File: config.mk
export PLATFORM = sky130hd
export DESIGN_NAME = tl_ul_reg_bridge
export DESIGN_NICKNAME = d
export VERILOG_FILES = /design/src/rtl/tl_ul_pkg.sv /design/src/rtl/tl_ul_reg_timer.sv /design/src/rtl/tl_ul_reg_bridge.sv
export SDC_FILE = /design/constraint.sdc
export NUM_CORES = 1
export LEC_CHECK = 0
export CAP_MARGIN = 10
export CORE_UTILIZATION = 40
export CTS_CLUSTER_DIAMETER = 120
export DETAILED_ROUTE_END_ITERATION = 7
export GPL_TIMING_DRIVEN = 0
export PLACE_DENSITY_LB_ADDON = 0.3
export SLEW_MARGIN = 10
export SYNTH_ARGS = -nofsm -noshare
export SYNTH_HDL_FRONTEND = slang
export SYNTH_SLANG_ARGS = --single-unit
File: constraint.sdc
create_clock -name clock -period 1.68 [get_ports clock]
set_input_delay 0.336 -clock clock [delete_from_list [all_inputs] [get_ports clock]]
set_output_delay 0.336 -clock clock [all_outputs]
set_load 0.005 [all_outputs]
File: src/rtl/tl_ul_pkg.sv
// Shared TL-UL definitions for the register bridge: opcodes, FSM states, request legality.
// Legality covers opcode set, size <= 4 bytes and natural alignment of the byte address.
package tl_ul_pkg;

   localparam logic [2:0] PUT_FULL        = 3'd0;
   localparam logic [2:0] PUT_PARTIAL     = 3'd1;
   localparam logic [2:0] GET             = 3'd4;
   localparam logic [2:0] ACCESS_ACK      = 3'd0;
   localparam logic [2:0] ACCESS_ACK_DATA = 3'd1;

   typedef enum logic [1:0] {
      IDLE   = 2'd0,
      ACCESS = 2'd1,
      RESP   = 2'd2
   } state_e;

   // size arrives zero-extended so the function is independent of SIZE_W
   function automatic logic legal_req(input logic [2:0] opcode,
                                      input logic [7:0] size,
                                      input logic [1:0] addr_lsbs);
      logic op_ok;
      logic aligned;
      op_ok = (opcode == PUT_FULL) || (opcode == PUT_PARTIAL) || (opcode == GET);
      case (size)
         8'd0:    aligned = 1'b1;
         8'd1:    aligned = ~addr_lsbs[0];
         8'd2:    aligned = (addr_lsbs == 2'b00);
         default: aligned = 1'b0;
      endcase
      return op_ok && aligned;
   endfunction

endpackage

File: src/rtl/tl_ul_reg_timer.sv
// Access watchdog: 8-bit saturating counter, expires in the cycle the count would reach TIMEOUT.
// No handshake; cleared by i_clr, counts while i_en.
module tl_ul_reg_timer #(
   parameter int unsigned TIMEOUT = 255
) (
   input  logic clock,
   input  logic reset,
   input  logic i_clr,
   input  logic i_en,
   output logic o_expire
);

   logic [7:0] r_count;

   always_ff @(posedge clock) begin
      if (reset || i_clr) begin
         r_count <= '0;
      end else if (i_en && (r_count != 8'hFF)) begin
         r_count <= r_count + 8'd1;
      end
   end

   // TIMEOUT cycles of i_en, counting the current one
   assign o_expire = i_en && (r_count == 8'(TIMEOUT - 1));

endmodule

File: src/rtl/tl_ul_reg_bridge.sv
// TL-UL A/D to single-outstanding reg req/ack bridge; zero-wait read: A at N, D valid at N+2.
// a_ready only in IDLE; D fields held until d_ready; reg_* held until ack or watchdog expiry.
module tl_ul_reg_bridge #(
   parameter int unsigned ADDR_W  = 32,
   parameter int unsigned SRC_W   = 8,
   parameter int unsigned SIZE_W  = 2,
   parameter int unsigned TIMEOUT = 255
) (
   input  logic              clock,
   input  logic              reset,
   input  logic              a_valid,
   output logic              a_ready,
   input  logic [2:0]        a_opcode,
   input  logic [2:0]        a_param,
   input  logic [SIZE_W-1:0] a_size,
   input  logic [SRC_W-1:0]  a_source,
   input  logic [ADDR_W-1:0] a_address,
   input  logic [3:0]        a_mask,
   input  logic [31:0]       a_data,
   output logic              d_valid,
   input  logic              d_ready,
   output logic [2:0]        d_opcode,
   output logic [SIZE_W-1:0] d_size,
   output logic [SRC_W-1:0]  d_source,
   output logic [31:0]       d_data,
   output logic              d_denied,
   output logic              reg_req,
   output logic              reg_we,
   output logic [ADDR_W-1:0] reg_addr,
   output logic [31:0]       reg_wdata,
   output logic [3:0]        reg_wmask,
   input  logic              reg_ack,
   input  logic [31:0]       reg_rdata,
   input  logic              reg_err
);
   import tl_ul_pkg::*;

   state_e              r_state, w_state_nxt;
   logic                w_legal, w_accept, w_ack, w_timeout, w_d_done, w_expire;
   logic [2:0]          r_opcode;
   logic [SIZE_W-1:0]   r_size;
   logic [SRC_W-1:0]    r_source;
   logic [ADDR_W-1:0]   r_addr;
   logic [3:0]          r_mask;
   logic [31:0]         r_wdata;
   logic [31:0]         r_d_data;
   logic                r_d_denied;
   logic                w_unused;

   assign w_legal = legal_req(a_opcode, 8'(a_size), a_address[1:0]);

   always_ff @(posedge clock) begin
      if (reset) r_state <= IDLE;
      else       r_state <= w_state_nxt;
   end

   always_comb begin
      w_state_nxt = r_state;
      w_accept    = 1'b0;
      w_ack       = 1'b0;
      w_timeout   = 1'b0;
      w_d_done    = 1'b0;
      case (r_state)
         IDLE: begin
            if (a_valid) begin
               w_accept    = 1'b1;
               w_state_nxt = w_legal ? ACCESS : RESP;
            end
         end
         ACCESS: begin
            // an ack in the expiry cycle is a normal completion
            if (reg_ack) begin
               w_ack       = 1'b1;
               w_state_nxt = RESP;
            end else if (w_expire) begin
               w_timeout   = 1'b1;
               w_state_nxt = RESP;
            end
         end
         RESP: begin
            if (d_ready) begin
               w_d_done    = 1'b1;
               w_state_nxt = IDLE;
            end
         end
         default: w_state_nxt = IDLE;
      endcase
   end

   always_ff @(posedge clock) begin
      if (reset) begin
         r_opcode   <= '0;
         r_size     <= '0;
         r_source   <= '0;
         r_addr     <= '0;
         r_mask     <= '0;
         r_wdata    <= '0;
         r_d_data   <= '0;
         r_d_denied <= 1'b0;
      end else begin
         if (w_accept) begin
            r_opcode   <= a_opcode;
            r_size     <= a_size;
            r_source   <= a_source;
            r_addr     <= a_address;
            r_mask     <= a_mask;
            r_wdata    <= a_data;
            r_d_data   <= '0;
            r_d_denied <= ~w_legal;
         end
         if (w_ack) begin
            r_d_data   <= ((r_opcode == GET) && !reg_err) ? reg_rdata : 32'd0;
            r_d_denied <= reg_err;
         end else if (w_timeout) begin
            r_d_denied <= 1'b1;
         end
      end
   end

   tl_ul_reg_timer #(.TIMEOUT(TIMEOUT)) u_timer (
      .clock    (clock),
      .reset    (reset),
      .i_clr    (w_d_done),
      .i_en     (r_state == ACCESS),
      .o_expire (w_expire)
   );

   assign a_ready   = (r_state == IDLE);
   assign d_valid   = (r_state == RESP);
   assign reg_req   = (r_state == ACCESS);
   assign reg_we    = (r_opcode != GET);
   assign reg_addr  = {r_addr[ADDR_W-1:2], 2'b00};
   assign reg_wdata = r_wdata;
   assign reg_wmask = r_mask;
   assign d_opcode  = (r_opcode == GET) ? ACCESS_ACK_DATA : ACCESS_ACK;
   assign d_size    = r_size;
   assign d_source  = r_source;
   assign d_data    = r_d_data;
   assign d_denied  = r_d_denied;

   // a_param is ignored; address lsbs only matter for the legality check
   assign w_unused = ^{a_param, r_addr[1:0]};

endmodule
## Yosys cells after proc, flatten, opt, wreduce, memory -nomap -nowiden

Cells that the tools add are included.

- Register bits: 124
- Input port bits: 122
- Output and inout port bits: 118
- Word-level logic and storage cells: 64

- Add/sub/neg operators: 1
- Equal/unequal tests: 13
- Mux-type cells: 23
- Bitwise operators: 2
- Reduce and logical (&&, ||, !) cells: 15

Operator list:

| cell | count |
|---|---|
| $mux 32 | 3 |
| $mux 1 | 13 |
| $mux 2 | 5 |
| $add 8x1->8 const B | 1 |
| $eq 8x8->1 const B | 1 |
| $ne 8x8->1 const B | 1 |
| $eq 3x3->1 const B | 2 |
| $logic_not 2->1 | 3 |
| $ne 3x3->1 const B | 2 |
| $pmux 2 s3 | 1 |
| $eq 2x1->1 const B | 2 |
| $eq 2x2->1 const B | 2 |
| $logic_and 1x1->1 | 4 |
| $eq 3x1->1 const B | 1 |
| $logic_not 3->1 | 1 |
| $logic_or 1x1->1 | 3 |
| $pmux 1 s3 | 1 |
| $reduce_and 3->1 | 1 |
| $reduce_bool 3->1 | 1 |
| $ne 2x1->1 const B | 1 |
| $ne 2x2->1 const B | 1 |
| $not 1->1 | 2 |
| $reduce_bool 2->1 | 1 |
| $logic_not 1->1 | 1 |

## Depth between registers and ports, before layout

Gate-level depths: netlist of run 1.

- Word-level depth: 8
- Gate-level depth with buffers: 7

## By module

Synthesis of run 1 repeated with hierarchy kept, for this count alone.

- Cell total of the unflattened synthesis: 578
- Area, all modules: 4679.5 um^2

By module, submodules not included:

| module | instances | cells an instance | area an instance (um^2) | sequential area each (um^2) |
|---|---|---|---|---|
| tl_ul_reg_bridge | 1 | 527 | 4220.3 | 2282.2 |
| tl_ul_reg_timer | 1 | 51 | 459.2 | 160.2 |

## Least setup slack after synthesis of run 1

Ideal clock, no wire load.

- Kind: in2reg
- Start point: input reset
- End point: register r_d_data[17] (netlist: d_data[17])
- Setup time: 136 ps
- Arrival: 1242 ps
- Data required time: 1544 ps
- Path slack: 303 ps
- Stages: 4
- Path through: buf_2 -> clkbuf_1 -> clkbuf_1 -> nor2_1

RTL lines:

| item | line | RTL |
|---|---|---|
| start, declared | tl_ul_reg_bridge.sv:10 | `input logic reset,` |
| end signal, assigned | tl_ul_reg_bridge.sv:112 | `r_d_data <= ((r_opcode == GET) && !reg_err) ? reg_rdata : 32'd0;` |
| end, declared | tl_ul_reg_bridge.sv:46 | `logic [31:0] r_d_data;` |

No word-level cell between the ends.

## Final worst setup path of run 1

- Start point: register r_opcode[0]
- End point: output reg_we

- Cells in the longest elaborated chain, start to end: 1

RTL lines:

| item | line | RTL |
|---|---|---|
| start, declared | tl_ul_reg_bridge.sv:40 | `logic [2:0] r_opcode;` |
| start signal, assigned | tl_ul_reg_bridge.sv:102 | `r_opcode <= a_opcode;` |
| $ne 3x3->1 | tl_ul_reg_bridge.sv:131 | `assign reg_we = (r_opcode != GET);` |
| end, declared | tl_ul_reg_bridge.sv:28 | `output logic reg_we,` |

Every way passes these cells.

==> summary.txt, run 1 <==
Outcome
  – Status: finished, final reports clean

Timing
  – Slew @ Worst Pin: 585.8 ps
  – Hold Worst Slack: 450.2 ps
  – Total negative slack: 0 ps
  – Slew margin rel.: 60.95%
  – Crit share post-route: 97.12%
  – Hold Vio Cnt, Final: 0
  – Pins Over Slew Limit: 0
  – RSZ-0062 raised after global routing: no
  – Final Skew: 4.973 ps
  – Final Setup Violations: 0
  – Fmax: 0.6129 GHz
  – Clock period minus worst slack: 1632 ps

Synth
  – EDFF count, synth: 0
  – Yosys top cell by area: dfxtp_1
  – Seq cells post-synth: 122
  – Mapped Cells: 531
  – Post-synth cell types: 39
  – Top-area cell type share of the netlist area: 52.21%
  – Yosys Warn Count: 0
  – Seq/Total Area, Yosys: 52.21%
  – Syn_area_per_cell: 8.810 sq um
  – FFs w/ async S/R, synth: 0%
  – Primary FF master, synth: dfxtp_1
  – Synth top area cells: dfxtp_1 52%, nand2_1 13%, a21oi_1 8.8%
  – Synth Cell Area: 4678 sq um

Detailed routing
  – Vias per cell: 4.840
  – # DRC: 0
  – DRT antenna net count: 0
  – WL/cell: 14.50 microns
  – Vias: 4564
  – Routed wire length: 13680 microns
  – First-pass detailed-route iteration total: 4
  – Initial DRC Count: 205

Global route
  – Largest net degree at the start of global routing: 17
  – Initial antenna violation count: 0
  – Number of global-route vias before repair: 4450
  – Gr usage total: 22.70%
  – GRT overflow: 0
  – First-pass GRT wire length: 20670 microns

Critical path
  – Crit path to: reg_we
  – Type of origin of the critical path: register
  – Setup crit start: r_opcode[0]
  – Worst R2R Start: r_opcode[0]
  – Worst setup EP type: output port
  – Worst setup path class: register to output port
  – Max FO, Critical Path: 2
  – R2R cell count: 8
  – Worst R2R Setup Slack: 120 ps
  – CP arrival: 1300 ps
  – Worst Path Required: 1340 ps
  – Reg2Reg Capture Point: d_data[27]

Pwr
  – Tot Pwr: 7.458 mW
  – Leakage power: 2.925 nW
  – Peak supply drop: 792.9 uV
  – PwrDens: 960.2 nW/um^2

Final layout
  – Nets: 913
  – Ratio of cells with drive above 1 in the final layout: 12.88%
  – Final cell count without fillers: 943
  – Most common cell after layout, fill and taps aside: clkdlybuf4s50_1
  – Antenna Cells: 0
  – Core Util, Final: 68.03%
  – Most frequent cells in the layout: 222 x clkdlybuf4s50_1, 164 x nand2_1, 121 x dfxtp_1, 81 x a21oi_1, 33 x nor2_1
  – Area grow syn2layout: 66.03%

Floorplan
  – Row count: 39
  – Io pins: 240
  – Initial Utilization: 40.97%
  – Die H: 110.1 microns
  – Die X: 110.1 microns
  – Die footprint: 12130 sq um
  – Core ar.: 11420 sq um

Place
  – Dpl hpwl: 10300 microns
  – Port bufs: 231
  – Gp weighted congestion: 0.7600
  – Inst Count DP: 908

Clock tree
  – Max clock buf depth: 2
  – Clk Latency, worst-skew pair: 410 ps
  – Clk slew on worst S/H paths: 50 ps
  – CTS Root Cell: clkbuf_16
  – CTS Sinks: 122
  – H-tree levels: 4
  – CTS Buf Count: 17
  – Number of hold buffers added after cts: 0
  – CTS tree: yes

Worst hold path
  – Hold depth: 2
  – HP Class: register to register

Run
  – MaxCap Viol Count: 0
-- per-stage QoR --
| step | cell area, sq um | setup slack, ps |
|---|---|---|
| finish | 7767 | 48.38 |
| floorplan | 4690 | 302.7 |
| global route | 7767 | 0.6952 |
| detailed placement | 7181 | -296.5 |
| CTS | 7731 | 9.368 |
| global placement | 7181 | -312.7 |
-- repair_timing --
action | in CTS | in global routing
gates resized for setup | 10 | 16
setup endpoints to repair | 5 | 43
gates cloned | 0 | 0
setup buffers | 3 | 2
pin swaps | 1 | 1
endpoints found under the hold margin | 0 | 0
-- layer usage --
metal / track usage (%) / routed length (microns) / vias up
met5: 0 / 0 / -
li1: - / - / 2272
met3: 10.82 / 1498 / 24
met1: 22.93 / 5231 / 2073
met4: 10.06 / 279 / 0
met2: 39.73 / 6665 / 195
-- cells in the mapped netlist, drive strengths merged, types with 2 or more instances --
cell type  number
nand3           3
inv             6
a22oi          32
dfxtp         122
nand2         164
xnor2           5
nand4           3
a21oi          82
buf            22
ha              2
clkbuf         20
nor3b           2
nor3            3
mux2i           2
nor2           41
o21ai           2
a211oi          5
-- where the power goes --
group	total, mW	switching [mW]	internal [mW]
Combinational	1.08	0.458	0.618
Sequential	3.11	0.0757	3.04
Clock	3.27	1.18	2.09
Total	7.46	1.72	5.74
-- kinds of logic (layout without fill, tap and decap cells) --
| group | after synthesis | count (layout) | share of synthesized area (%) |
|---|---|---|---|
| AOI/OAI and AO/OA | 126 | 126 | 19.52 |
| xor gates and xnor gates | 6 | 6 | 1.123 |
| adders and majority gates | 2 | 2 | 0.5348 |
| buffers and inverters | 48 | 314 | 5.830 |
| DFF | 122 | 122 | 52.21 |
| muxes | 2 | 2 | 0.4279 |
| other | 1 | 4 | 0.08016 |
| and+or+nand+nor | 224 | 224 | 20.27 |
-- sequential cells by signal, indices dropped and copies added (netlist names) --
| register | count |
|---|---|
| u_timer.r_count | 8 |
| r_state | 2 |
| reg_wdata | 32 |
| d_data | 32 |
| d_size | 2 |
| reg_wmask | 4 |
| r_opcode | 3 |
| d_denied | 1 |
| r_addr | 30 |
| d_source | 8 |
-- critical path, cell delays in order (launching register included) --
cell	delay, ps
dfxtp_1	330
nor3b_4	230
inv_2	60
dlygate4sd2_1	270
-- cell type report --
| class | instances | area [sq um] |
|---|---|---|
| well taps | 143 | 178.9 |
| multi-input cells | 364 | 1986 |
| clock inverters | 3 | 40.04 |
| repair buffers | 236 | 2355 |
| flip-flops and latches | 122 | 2446 |
| plain buffers | 42 | 256.5 |
| clock buffers | 27 | 483.0 |
| inverters | 6 | 22.52 |
| fillers | 907 | 3651 |
-- worst min path at each step --
stage / endpoint / from / slack, ps
finish: r_addr[4] / r_addr[4] / 450
global route: reg_wdata[30] / a_data[30] / 460
CTS: reg_wdata[1] / a_data[1] / 450
detailed placement: reg_wdata[23] / reg_wdata[23] / 450
global placement: r_addr[24] / r_addr[24] / 440
floorplan: r_opcode[2] / r_opcode[2] / 440
No activity file was read; power rests on OpenSTA's default activity.
==> inputs of run 2 (changes only) <==
--- a/config.mk
+++ b/config.mk
@@ -8,10 +8,12 @@
 export CAP_MARGIN = 10
 export CORE_UTILIZATION = 40
 export CTS_CLUSTER_DIAMETER = 120
+export CTS_CLUSTER_SIZE = 20
 export DETAILED_ROUTE_END_ITERATION = 7
 export GPL_TIMING_DRIVEN = 0
 export PLACE_DENSITY_LB_ADDON = 0.3
 export SLEW_MARGIN = 10
 export SYNTH_ARGS = -nofsm -noshare
 export SYNTH_HDL_FRONTEND = slang
+export SYNTH_HIERARCHICAL = 1
 export SYNTH_SLANG_ARGS = --single-unit
==> summary.txt, run 2 <==
Critical path
  – Levels on crit path: 4 (was 3)
  – Gate family responsible for the most delay along the worst path: flip-flops (unchanged)
  – Top cell by count, worst path: buf_6
  – Type of origin of the critical path: register (unchanged)
  – Worst setup EP type: output port (unchanged)
  – Worst setup path class: register to output port (unchanged)
  – CP arrival: 1300 ps (about the same)
  – Crit-path max cell delay: 340 ps (was 330 ps)
  – CP Buf/Inv Count: 3 (was 2)
  – Slowest CP cell: dfxtp_2 (was dfxtp_1)
  – R2R cell count: 7 (was 8)
  – Worst Path Required: 1340 ps (about the same)
  – Max FO, Critical Path: 3 (was 2)
  – Critical-path cell list: nor3b_4, buf_6, buf_6, buf_6 (was nor3b_4, inv_2, dlygate4sd2_1)

Timing
  – Pins Over Slew Limit: 0 (unchanged)
  – Clock period minus worst slack: 1639 ps (was 1632 ps)
  – Crit share post-route: 97.54% (was 97.12%)
  – Hold Vio Cnt, Final: 0 (unchanged)
  – Final Setup Violations: 0 (unchanged)
  – Hold Worst Slack: 452.9 ps (was 450.2 ps)
  – Fmax: 0.6103 GHz (was 0.6129 GHz)
  – Final Skew: 8.689 ps (was 4.973 ps)

Detailed routing
  – Vias per cell: 5.026 (was 4.840)
  – First-pass detailed-route iteration total: 5 (was 4)
  – WL/cell: 15.68 microns (was 14.50 microns)
  – DRT antenna net count: 0 (unchanged)
  – Routed wire length: 15690 microns (was 13680 microns)
  – Vias: 5031 (was 4564)
  – # DRC: 0 (unchanged)
  – Initial DRC Count: 248 (was 205)

Worst hold path
  – Hold depth: 2 (unchanged)
  – HP Class: register to register (unchanged)

Global route
  – GRT overflow: 0 (unchanged)
  – Initial antenna violation count: 0 (unchanged)
  – First-pass GRT wire length: 23200 microns (was 20670 microns)
  – Number of global-route vias before repair: 4769 (was 4450)
  – Gr usage total: 25.18% (was 22.70%)
  – Largest net degree at the start of global routing: 17 (unchanged)

Synth
  – EDFF count, synth: 0 (unchanged)
  – Top-area cell type share of the netlist area: 52.19% (was 52.21%)
  – Seq cells post-synth: 122 (unchanged)
  – Largest family of logic cells by synthesized area: simple AND/OR/NAND/NOR gates (unchanged)
  – Most frequent cell after synthesis: nand2_1 (unchanged)
  – FFs w/ async S/R, synth: 0% (unchanged)
  – Synth Cell Area: 4679 sq um (was 4678 sq um)
  – Area share of fa/ha/maj cells after synthesis: 0.5348% (was 0.5349%)
  – Post-synth top cells: 164 x nand2_1, 122 x dfxtp_1, 115 x a21oi_1, 34 x nand3_1, 34 x o21ai_0 (was 164 x nand2_1, 122 x dfxtp_1, 82 x a21oi_1, 33 x nor2_1, 30 x a22oi_2)
  – Simple-Gate Fraction of Synth Area: 21.34% (was 20.27%)
  – Yosys Warn Count: 6 (was 0)
  – Post-synth cell types: 43 (was 39)
  – Mux share of post-synthesis cell area: 0.8556% (was 0.4279%)
  – Yosys top cell by area: dfxtp_1 (unchanged)
  – Syn_area_per_cell: 8.096 sq um (was 8.810 sq um)
  – Mapped Cells: 578 (was 531)
  – Seq/Total Area, Yosys: 52.19% (was 52.21%)
  – Primary FF master, synth: dfxtp_1 (unchanged)
  – Synth Area in XOR/XNOR: 0% (was 1.123%)
  – Compound-Gate Fraction of Synth Area: 18.98% (was 19.52%)
  – Synth top area cells: dfxtp_1 52%, nand2_1 13%, a21oi_1 12% (was dfxtp_1 52%, nand2_1 13%, a21oi_1 8.8%)

Clock tree
  – CTS Sinks: 122 (unchanged)
  – Clk Latency, worst-skew pair: 410 ps (about the same)
  – H-tree levels: 4 (unchanged)
  – CTS Root Cell: clkbuf_16 (unchanged)
  – Max clock buf depth: 2 (unchanged)
  – CTS tree: yes (unchanged)
  – Clk slew on worst S/H paths: 50 ps (about the same)
  – CTS Buf Count: 17 (unchanged)

Pwr
  – PwrDens: 1007 nW/um^2 (was 960.2 nW/um^2)
  – Tot Pwr: 8.111 mW (was 7.458 mW)
  – Leakage power: 3.039 nW (was 2.925 nW)
  – Peak supply drop: 559.7 uV (was 792.9 uV)

Floorplan
  – Initial Utilization: 40.98% (was 40.97%)
  – Core ar.: 11420 sq um (unchanged)
  – Die footprint: 12140 sq um (was 12130 sq um)
  – Io pins: 240 (unchanged)
  – Row count: 39 (unchanged)
  – Die X: 110.2 microns (was 110.1 microns)
  – Die H: 110.2 microns (was 110.1 microns)

Final layout
  – Most common cell after layout, fill and taps aside: clkdlybuf4s50_1 (unchanged)
  – Antenna Cells: 0 (unchanged)
  – FF+latch area: 2456 sq um (was 2446 sq um)
  – Layout fillers: 868 (was 907)
  – Most frequent cells in the layout: 226 x clkdlybuf4s50_1, 163 x nand2_1, 115 x a21oi_1, 115 x dfxtp_1 (was 222 x clkdlybuf4s50_1, 164 x nand2_1, 121 x dfxtp_1, 81 x a21oi_1, 33 x nor2_1)
  – Core Util, Final: 70.56% (was 68.03%)
  – Nets: 969 (was 913)
  – Multi-input gate area: 2044 sq um (was 1986 sq um)
  – Area grow syn2layout: 72.17% (was 66.03%)
  – Design area: 8056 sq um (was 7767 sq um)
  – Ratio of cells with drive above 1 in the final layout: 13.64% (was 12.88%)

Place
  – Placed Area: 7199 sq um (was 7181 sq um)
  – Port bufs: 232 (was 231)
  – Gp weighted congestion: 0.7911 (was 0.7600)
  – Dpl hpwl: 11460 microns (was 10300 microns)

Run
  – MaxCap Viol Count: 0 (unchanged)

Outcome
  – Status: finished, final reports clean (unchanged)
[run 2: layout make-up]
class / instances / share of cell area [%]
Clock inverter: 14 / 2.454
Timing Repair Buffer: 245 / 29.97
Multi-Input combinational cell: 402 / 25.38
Clock buffer: 18 / 5.327
Tap cell: 143 / 2.221
Inverter: 8 / 0.3727
Sequential cell: 122 / 30.49
Buffer: 49 / 3.789
[run 2: logic make-up after synthesis]
| family | Yosys count |
|---|---|
| AOI/OAI and AO/OA | 165 |
| adders and majority gates | 2 |
| buffers and inverters | 57 |
| DFF | 122 |
| muxes | 4 |
| other | 1 |
| and+or+nand+nor | 227 |
[run 2: timing repair]
item	4_1_cts	5_1_grt
cloned	0	0
hold buffers	0	0
resized for setup	41	35
buffers inserted	9	4
setup endpoints to repair	88	75
pin swaps	3	4
[run 2: tightest hold or removal path: cells and delay by family, from the launching register on]
kind	cells	cell delay (ps)
compound gates	1	50
flops	1	300
simple gates	1	50
[run 2: path summary, 6_finish.rpt]
path,from,endpoint,slack [ps]
hold reg to reg,d_size[1],d_size[1],450
setup / recovery,r_opcode[2],d_opcode[0],40
hold / removal,d_size[1],d_size[1],450
setup reg to reg,r_state[1],reg_wdata[30],50
[run 2: per-stage QoR]
stage          setup WS, ps  TNS, ps  cells
2_1_floorplan         9.932        0    581
3_3_place_gp         -807.8   -66840    956
3_5_place_dp         -831.7   -69800    956
4_1_cts               2.211        0    997
5_1_grt              -21.55   -73.69   1001
6_report              41.34        0   1001
[run 2: power by group]
group	internal (mW)	leakage [nW]	total, mW	switching, mW
Sequential	3.04	0.999	3.11	0.0753
Clock	2.49	0.300	3.83	1.34
Combinational	0.669	1.74	1.17	0.504
Total	6.19	3.04	8.11	1.92
[run 2: layer usage]
metal / GRT usage, % / wire [microns] / vias to the layer above / share of wire [%]
met4: 8.271 / 188 / 0 / 1.2
met3: 9.053 / 1497 / 15 / 9.5
li1: - / - / 2485 / -
met2: 45.18 / 7844 / 206 / 50
met1: 27.46 / 6163 / 2325 / 39
met5: 0 / 0 / - / 0
==> inputs of run 3 (changes only) <==
--- a/config.mk
+++ b/config.mk
@@ -6,13 +6,13 @@
 export NUM_CORES = 1
 export LEC_CHECK = 0
 export CAP_MARGIN = 10
-export CORE_UTILIZATION = 40
+export CORE_UTILIZATION = 43
 export CTS_CLUSTER_DIAMETER = 120
 export CTS_CLUSTER_SIZE = 20
 export DETAILED_ROUTE_END_ITERATION = 7
 export GPL_TIMING_DRIVEN = 0
+export MAX_ROUTING_LAYER = met4
 export PLACE_DENSITY_LB_ADDON = 0.3
-export SLEW_MARGIN = 10
 export SYNTH_ARGS = -nofsm -noshare
 export SYNTH_HDL_FRONTEND = slang
 export SYNTH_HIERARCHICAL = 1
==> constraint.sdc (replaced) <==
create_clock -name clock -period 2.02 [get_ports clock]
set_input_delay 0.404 -clock clock [delete_from_list [all_inputs] [get_ports clock]]
set_output_delay 0.404 -clock clock [all_outputs]
set_load 0.005 [all_outputs]
==> summary.txt, run 3 (synthesis results as in run 2) <==
Outcome
  – Status: finished, final reports clean (unchanged)

Global route
  – Initial antenna violation count: 0 (unchanged)
  – GRT overflow: 0 (unchanged)
  – First-pass GRT wire length: 23920 microns (was 23200 microns)
  – Gr usage total: 27.74% (was 25.18%)
  – Largest net degree at the start of global routing: 17 (unchanged)
  – Number of global-route vias before repair: 5059 (was 4769)

Timing
  – Fmax: 0.5165 GHz
  – Slew margin rel.: 64.26%
  – RSZ-0062 raised after global routing: no
  – Hold Vio Cnt, Final: 0 (unchanged)
  – Final Skew: 8.614 ps (was 8.689 ps)
  – Pins Over Slew Limit: 0 (unchanged)
  – Final Setup Violations: 0 (unchanged)
  – Post-route worst setup slack: 84.07 ps (was 41.34 ps)
  – Crit share post-route: 95.84%
  – Slew @ Worst Pin: 536.2 ps
  – Clock period minus worst slack: 1936 ps

Run
  – MaxCap Viol Count: 0 (unchanged)

Critical path
  – Gate family responsible for the most delay along the worst path: buffers and inverters (was flip-flops)
  – Crit-path max cell delay: 340 ps (about the same)
  – Worst setup EP type: output port (unchanged)
  – Slowest CP cell: dfxtp_2 (unchanged)
  – Critical-path cell list: nor3b_4, buf_6, buf_4, dlygate4sd2_1 (was nor3b_4, buf_6, buf_6, buf_6)
  – Max FO, Critical Path: 2 (was 3)
  – CP Buf/Inv Count: 3 (unchanged)
  – Type of origin of the critical path: register (unchanged)
  – Worst setup path class: register to output port (unchanged)
  – CP arrival: 1530 ps (was 1300 ps)
  – Worst Path Required: 1620 ps (was 1340 ps)

Clock tree
  – Max clock buf depth: 2 (unchanged)
  – H-tree levels: 4 (unchanged)
  – Number of hold buffers added after cts: 0 (unchanged)
  – CTS Sinks: 122 (unchanged)
  – Clk Latency, worst-skew pair: 500 ps (was 410 ps)
  – CTS tree: yes (unchanged)
  – CTS Root Cell: clkbuf_8 (was clkbuf_16)
  – Clk slew on worst S/H paths: 60 ps (was 50 ps)
  – CTS Buf Count: 17 (unchanged)

Final layout
  – Ratio of cells with drive above 1 in the final layout: 9.529% (was 13.64%)
  – Final cell count without fillers: 986 (was 1001)
  – Nets: 961 (was 969)
  – Area grow syn2layout: 67.97% (was 72.17%)
  – Most common cell after layout, fill and taps aside: clkdlybuf4s50_1 (unchanged)
  – Multi-input gate area: 1996 sq um (was 2044 sq um)
  – Most frequent cells in the layout: 227 x clkdlybuf4s50_1, 164 x nand2_1, 120 x dfxtp_1, 115 x a21oi_1 (was 226 x clkdlybuf4s50_1, 163 x nand2_1, 115 x a21oi_1, 115 x dfxtp_1)
  – FF+latch area: 2447 sq um (was 2456 sq um)
  – Design area: 7860 sq um (was 8056 sq um)
  – Antenna Cells: 0 (unchanged)
  – Layout fillers: 735 (was 868)

Place
  – Dpl hpwl: 11230 microns (was 11460 microns)
  – Placed Area: 7183 sq um (was 7199 sq um)
  – Gp weighted congestion: 0.8049 (was 0.7911)
  – Dpl ws: -512.8 ps (was -831.7 ps)
  – Port bufs: 232 (unchanged)
  – Inst Count DP: 949 (was 956)

Pwr
  – Sequential power share: 39.6% (was 38.3%)
  – Peak supply drop: 706.8 uV (was 559.7 uV)
  – Tot Pwr: 6.526 mW (was 8.111 mW)
  – Cell-internal power: 4.943 mW (was 6.195 mW)
  – Power share of the clock group: 45.9% (was 47.2%)
  – Sw frac: 24.26% (was 23.63%)
  – Leakage power: 2.877 nW (was 3.039 nW)
  – Gate power share: 14.5% (about the same)
  – Switch Pwr: 1.583 mW (was 1.917 mW)
  – PwrDens: 830.3 nW/um^2 (was 1007 nW/um^2)

Detailed routing
  – Routed wire length: 15180 microns (was 15690 microns)
  – # DRC: 0 (unchanged)
  – Vias: 5076 (was 5031)
  – First-pass detailed-route iteration total: 5 (unchanged)
  – Vias per cell: 5.148 (was 5.026)
  – DRT antenna net count: 0 (unchanged)
  – Initial DRC Count: 286 (was 248)
  – WL/cell: 15.39 microns (was 15.68 microns)

Floorplan
  – Die footprint: 11300 sq um (was 12140 sq um)
  – Die X: 106.3 microns (was 110.2 microns)
  – Io pins: 240 (unchanged)
  – Die H: 106.3 microns (was 110.2 microns)
  – Initial Utilization: 44.92% (was 40.98%)
  – Core ar.: 10420 sq um (was 11420 sq um)
  – Row count: 37 (was 39)

Worst hold path
  – HP Class: input pin to register (was register to register)
## run 3: changes by cell type in the layout (fill, tap and decap cells not counted), sizes merged
cell           previous run  this run
bufinv                    4         3
clkdlybuf4s50           226       227
clkinv                    7         6
clkinvlp                  2         4
clkbuf                   43        38
buf                      41        34
dlygate4sd2               1         5
dlymetal6s2s              1         0
## run 3: power by group through the flow
stage | clock, mW | sequential, mW | combinational, mW
2_1_floorplan | 0 | 2.64 | 0.333
3_3_place_gp | 0 | 2.63 | 0.897
3_5_place_dp | 0 | 2.64 | 0.917
4_1_cts | 3.02 | 2.59 | 0.944
5_1_grt | 3.14 | 2.60 | 1.02
6_report | 2.99 | 2.59 | 0.944
## run 3: tightest hold or removal path, delay by kind of cell
family	cells	cell delay, ps
compound gates	1	50
simple gates	1	50
buf+inv	1	390
## run 3: area by class of cell
| class | count | share of cell area (%) |
|---|---|---|
| clock inverter | 14 | 2.213 |
| multi-input combinational | 402 | 25.39 |
| sequential | 122 | 31.14 |
| tap | 136 | 2.165 |
| inverter | 8 | 0.3820 |
| timing repair buffer | 238 | 30.04 |
| clock buffer | 18 | 5.317 |
| buffer | 48 | 3.359 |
## run 3: routing by layer
layer  vias up  GRT usage (%)  routed length (microns)  part of all wire [%]
li1       2470              -                        -                     -
met1      2358          29.59                     5890                    39
met2       213          47.59                     7623                    50
met3        35          8.155                     1214                   8.0
met4         0          12.20                      450                   3.0
met5         -              -                        0                     0
## run 3: final timing paths
kind	start	to	slack, ps	cells after the start
setup / recovery	r_opcode[1]	d_opcode[0]	80	4
hold / removal	a_mask[1]	reg_wmask[1]	450	3
setup reg to reg	r_state[0]	d_denied	210	8
hold reg to reg	reg_wdata[29]	reg_wdata[29]	450	2
## run 3: what timing repair did
action,in CTS,in global routing
endpoints found under the hold margin,0,0
resized for setup,19,3
pin swaps,1,0
endpoints found under the setup margin,7,78
setup buffers,6,0
## run 3: stage by stage
stage,TNS (ps),hold WS [ps],utilization (%)
5_1_grt,0,450.0,75.46
3_3_place_gp,-34350,440.9,68.96
2_1_floorplan,0,430.6,-
6_report,0,445.2,75.46
3_5_place_dp,-36000,446.1,68.96
4_1_cts,0,426.9,75.40
